## src/rtl/cdm_pipe_mult.sv

```systemverilog
// Pipelined carry-disregard approximate multiplier with a valid/ready input and output handshake.
// Define CDM_ERRSTAT_EN to build the on-line error monitor (err_cnt / err_sum / err_max).
module cdm_pipe_mult #(
    parameter int W      = 16,
    parameter int K      = 8,
    parameter int STAGES = 2
) (
    input  logic             clk,
    input  logic             rst_n,
    input  logic             in_valid,
    output logic             in_ready,
    input  logic [W-1:0]     A,
    input  logic [W-1:0]     B,
    input  logic             approx_en,
    output logic             out_valid,
    input  logic             out_ready,
    output logic [2*W-1:0]   R,
    input  logic             stat_clr,
    output logic [31:0]      err_cnt,
    output logic [47:0]      err_sum,
    output logic [2*W-1:0]   err_max
);

    localparam int PW = 2 * W;
    localparam logic [PW-1:0] ONE      = {{(PW-1){1'b0}}, 1'b1};
    localparam logic [PW-1:0] LOW_MASK = (K >= PW) ? {PW{1'b1}} : ((ONE << K) - ONE);

    logic          adv;
    logic [PW-1:0] row [W];
    logic [PW-1:0] hi_sum;
    logic [PW-1:0] lo_or;
    logic [PW-1:0] exact_prod;
    logic [PW-1:0] prod_next;

    logic [STAGES-1:0] vld_reg;
    logic [PW-1:0]     prod_reg [STAGES];

    // Each row holds the partial products of A[gi], already placed in their result columns.
    genvar gi;
    generate
        for (gi = 0; gi < W; gi++) begin : g_row
            assign row[gi] = A[gi] ? ({{W{1'b0}}, B} << gi) : '0;
        end
    endgenerate

    // Columns below K are OR-combined, so they never carry into each other or into column K.
    always_comb begin
        hi_sum = '0;
        lo_or  = '0;
        for (int i = 0; i < W; i++) begin
            hi_sum = hi_sum + (row[i] & ~LOW_MASK);
            lo_or  = lo_or | (row[i] & LOW_MASK);
        end
    end

    assign exact_prod = {{W{1'b0}}, A} * {{W{1'b0}}, B};
    assign prod_next  = (approx_en && (K != 0)) ? (hi_sum | lo_or) : exact_prod;

    assign adv       = !out_valid || out_ready;
    assign in_ready  = adv;
    assign out_valid = vld_reg[STAGES-1];
    assign R         = prod_reg[STAGES-1];

    always_ff @(posedge clk or negedge rst_n) begin
        if (!rst_n) begin
            vld_reg <= '0;
            for (int i = 0; i < STAGES; i++) begin
                prod_reg[i] <= '0;
            end
        end else if (adv) begin
            vld_reg[0]  <= in_valid;
            prod_reg[0] <= prod_next;
            for (int i = 1; i < STAGES; i++) begin
                vld_reg[i]  <= vld_reg[i-1];
                prod_reg[i] <= prod_reg[i-1];
            end
        end
    end

`ifdef CDM_ERRSTAT_EN
    localparam int SW = (PW > 48) ? PW : 48;

    logic [W-1:0]  a_reg [STAGES];
    logic [W-1:0]  b_reg [STAGES];
    logic [PW-1:0] ref_prod;
    logic [PW-1:0] err_abs;
    logic [SW:0]   sum_wide;
    logic          xfer;

    // Operands ride alongside the product so the reference is computed at the output.
    always_ff @(posedge clk or negedge rst_n) begin
        if (!rst_n) begin
            for (int i = 0; i < STAGES; i++) begin
                a_reg[i] <= '0;
                b_reg[i] <= '0;
            end
        end else if (adv) begin
            a_reg[0] <= A;
            b_reg[0] <= B;
            for (int i = 1; i < STAGES; i++) begin
                a_reg[i] <= a_reg[i-1];
                b_reg[i] <= b_reg[i-1];
            end
        end
    end

    assign ref_prod = {{W{1'b0}}, a_reg[STAGES-1]} * {{W{1'b0}}, b_reg[STAGES-1]};
    assign err_abs  = (ref_prod >= R) ? (ref_prod - R) : (R - ref_prod);
    assign sum_wide = {{(SW-48+1){1'b0}}, err_sum} + {{(SW-PW+1){1'b0}}, err_abs};
    assign xfer     = out_valid && out_ready;

    always_ff @(posedge clk or negedge rst_n) begin
        if (!rst_n) begin
            err_cnt <= '0;
            err_sum <= '0;
            err_max <= '0;
        end else if (stat_clr) begin
            err_cnt <= '0;
            err_sum <= '0;
            err_max <= '0;
        end else if (xfer && (err_abs != '0)) begin
            if (err_cnt != {32{1'b1}}) begin
                err_cnt <= err_cnt + 32'd1;
            end
            if (sum_wide > {{(SW-48+1){1'b0}}, {48{1'b1}}}) begin
                err_sum <= {48{1'b1}};
            end else begin
                err_sum <= sum_wide[47:0];
            end
            if (err_abs > err_max) begin
                err_max <= err_abs;
            end
        end
    end
`else
    logic unused_stat_clr;

    assign unused_stat_clr = stat_clr;
    assign err_cnt         = '0;
    assign err_sum         = '0;
    assign err_max         = '0;
`endif

endmodule

```

## config.mk

```make
export PLATFORM = sky130hd
export DESIGN_NAME = cdm_pipe_mult
export DESIGN_NICKNAME = d
export VERILOG_FILES = /design/src/rtl/cdm_pipe_mult.sv
export SDC_FILE = /design/constraint.sdc
export NUM_CORES = 1
export LEC_CHECK = 0
export CORE_UTILIZATION = 40
export CTS_CLUSTER_SIZE = 8
export DETAILED_ROUTE_END_ITERATION = 12
export PLACE_DENSITY = 0.69
export SLEW_MARGIN = 40
export SYNTH_ARGS = -nofsm -noshare
export SYNTH_HDL_FRONTEND = slang
export SYNTH_SLANG_ARGS = --single-unit
export TNS_END_PERCENT = 50
```

## constraint.sdc

```tcl
create_clock -name clk -period 1.7 [get_ports clk]
set_input_delay 0.34 -clock clk [delete_from_list [all_inputs] [get_ports clk]]
set_output_delay 0.34 -clock clk [all_outputs]
set_load 0.005 [all_outputs]
```

==> impl_results.md <==
* Failing checks: negative setup slack
* R2r setup slk at 340 ps
* Die area at 46400 um2
* Register area share after synthesis at 0.0907
* DRT Pass-1 Iters at 5
* Root buffer cell: clkbuf_16
* GRT Total Usage at 0.205
* Worst-case clock buffer depth at 2
* I/O pin count at 184
* Worst r2r path cells at 5
* Clk slew on worst S/H paths at 60 ps
* Vias per Instance at 4.69
* Design area at 23000 um2
* Most used cell, CP: fa_1
* Max-slew violation count at 0
* Final wirelength at 46.2 mm
* First-pass GRT wire length at 76.8 mm
* Synth Flop Type: dfrtp_1
* F_max at 140 MHz
* Dpl hpwl at 41.1 mm
* Commonest non-fill, non-tap cell in the layout: inv_1
* Die Ht at 215 um
* Grt ovf at 0
* Status: finished, violations left
* Routed Antenna Nets at 0
* Synth Instances at 2061
* Initial antenna violation count at 1
* Min cycle time layout at 7130 ps
* Clk Latency, worst-skew pair at 320 ps
* Final hold vios at 0
* Most frequent cells in the layout: inv_1, buf_4, fa_1, nand2_1, ha_1
* CTS tree: yes
* Fin worst setup slack at -5430 ps
* Wirelength per Cell at 15.0 um
* Post-synth top area share at 0.373
* Largest net degree at the start of global routing at 51
* Num rows at 77
* Placed Area at 22200 um2
* Gpl congestion at 0.920
* Via count at 14400
* Largest area contributor in the netlist: fa_1
* RSZ-0062 raised after global routing: yes
* Core Box Area at 44500 um2
* Crit end category: register
* Setup Skew at 6.60 ps
* Clock buffer count from CTS at 9
* R2R Path Start: vld_reg[1]$_DFFE_PN0P_
* Synth warnings at 0
* Final period utilization at 4.19
* Synth Cell Area at 18200 um2
* CP Max Fanout at 3
* Fin Hold WS at 448 ps
* Async set or reset register ratio after synthesis at 1.00
* Syn avg cell area at 8.83 um2
* Sink Count at 66
* H-Tree Level Count at 3
* Ranking of synthesized cells by area: fa_1, ha_1, inv_1, dfrtp_1, buf_4
* Hold crit path type: in2async
* Area Overhead vs Synth at 26.2%
* Diodes inserted at 0
* Final setup violating endpoints at 30
* Vias in the first global route at 15800
* CP arrival at 7340 ps
* Critical path class: in2reg
* FF-to-FF End: prod_reg[63]$_DFFE_PN0P_
* Seq cells post-synth at 66
* Initial Util at 0.409
* Maximum capacitance violations at 0
* Post-synth EDFFs at 0
* Slowest-stage cell, CP: fa_2
* Drt initial violations at 725
* Layout cells sized above 1 at 0.226
* Worst Path Required at 1920 ps
* Layout Nets at 3036
* Synth cell types at 71
* Die Wd at 215 um
* # port buffers at 70
* Drc violations at 0
* Max stage delay on crit path at 540 ps
* Critical path launch point type: input port
[metrics by stage]
step	instances	setup slack [ps]	utilization	setup TNS, ps
2_1_floorplan	2172	-5270	-	-113870
3_3_place_gp	3039	-6130	0.498	-144410
3_5_place_dp	3039	-6190	0.498	-145430
4_1_cts	3072	-5580	0.513	-125960
5_1_grt	3076	-5700	0.516	-131310
6_report	3076	-5430	0.516	-125090
[what timing repair did]
action | CTS | global route
setup buffers | 17 | 4
gates resized for setup | 121 | 33
gates cloned | 1 | 0
endpoints found under the hold margin | 11 | 0
setup endpoints to repair | 32 | 31
hold buffers | 1 | 0
pin swaps | 75 | 42
[per-layer routing]
layer / vias up / track usage / part of all wire / wire [um]
met5: - / 0 / 0 / 0
met4: 0 / 0.0473 / 0.021 / 979
met1: 7235 / 0.264 / 0.42 / 19600
li1: 6824 / - / - / -
met2: 311 / 0.367 / 0.51 / 23700
met3: 63 / 0.0215 / 0.041 / 1910
[area by class of cell]
cell class | count | area [um2]
clock buffers | 11 | 243
clock inverters | 5 | 77.6
fillers | 4125 | 21500
inverters | 482 | 1810
multi-input cells | 1423 | 14300
flip-flops and latches | 66 | 1650
well taps | 592 | 741
repair buffers | 497 | 4130
[cells in the mapped netlist (all sizes together), types with 5 or more instances]
| cell | n |
|---|---|
| a211oi | 9 |
| a21o | 19 |
| a21oi | 65 |
| a31oi | 12 |
| and2 | 156 |
| and3 | 8 |
| and4 | 5 |
| buf | 153 |
| clkbuf | 48 |
| dfrtp | 66 |
| fa | 339 |
| ha | 180 |
| inv | 482 |
| nand2 | 246 |
| nand3 | 12 |
| nand4 | 5 |
| nor2 | 50 |
| nor2b | 7 |
| nor3 | 19 |
| nor4 | 5 |
| o21a | 8 |
| o21ai | 48 |
| o21bai | 6 |
| o22ai | 5 |
| or2 | 5 |
| or3 | 8 |
| xnor2 | 32 |
| xor2 | 17 |
[kinds of logic after synthesis]
kind of cell,synth area share
XOR/XNOR,0.0236
other,0.000206
AND/OR/NAND/NOR,0.143
buffers and inverters,0.171
flip-flops,0.0907
adder cells (fa/ha/maj),0.497
multiplexers,0.00165
AO/OA/AOI/OAI,0.0736
[how the worst max path moves through the flow]
stage          start                  endpoint  slack, ps  depth (start not counted)
2_1_floorplan   A[4]  prod_reg[63]$_DFFE_PN0P_      -5270                         30
3_3_place_gp   B[10]  prod_reg[63]$_DFFE_PN0P_      -6130                         30
3_5_place_dp    B[9]  prod_reg[59]$_DFFE_PN0P_      -6190                         31
4_1_cts        B[10]  prod_reg[63]$_DFFE_PN0P_      -5580                         31
5_1_grt        B[10]  prod_reg[63]$_DFFE_PN0P_      -5700                         34
6_report       B[10]  prod_reg[62]$_DFFE_PN0P_      -5430                         33
[critical path, delay by kind of cell]
family | cells | cell delay (ps)
adders and majority gates | 10 | 4300
buffers and inverters | 11 | 860
AOI/OAI and AO/OA | 8 | 1440
xor gates and xnor gates | 2 | 230
and+or+nand+nor | 2 | 190
Power is not shown: default switching activity piles up to over one toggle a cycle in this logic, so the estimate is an artifact.
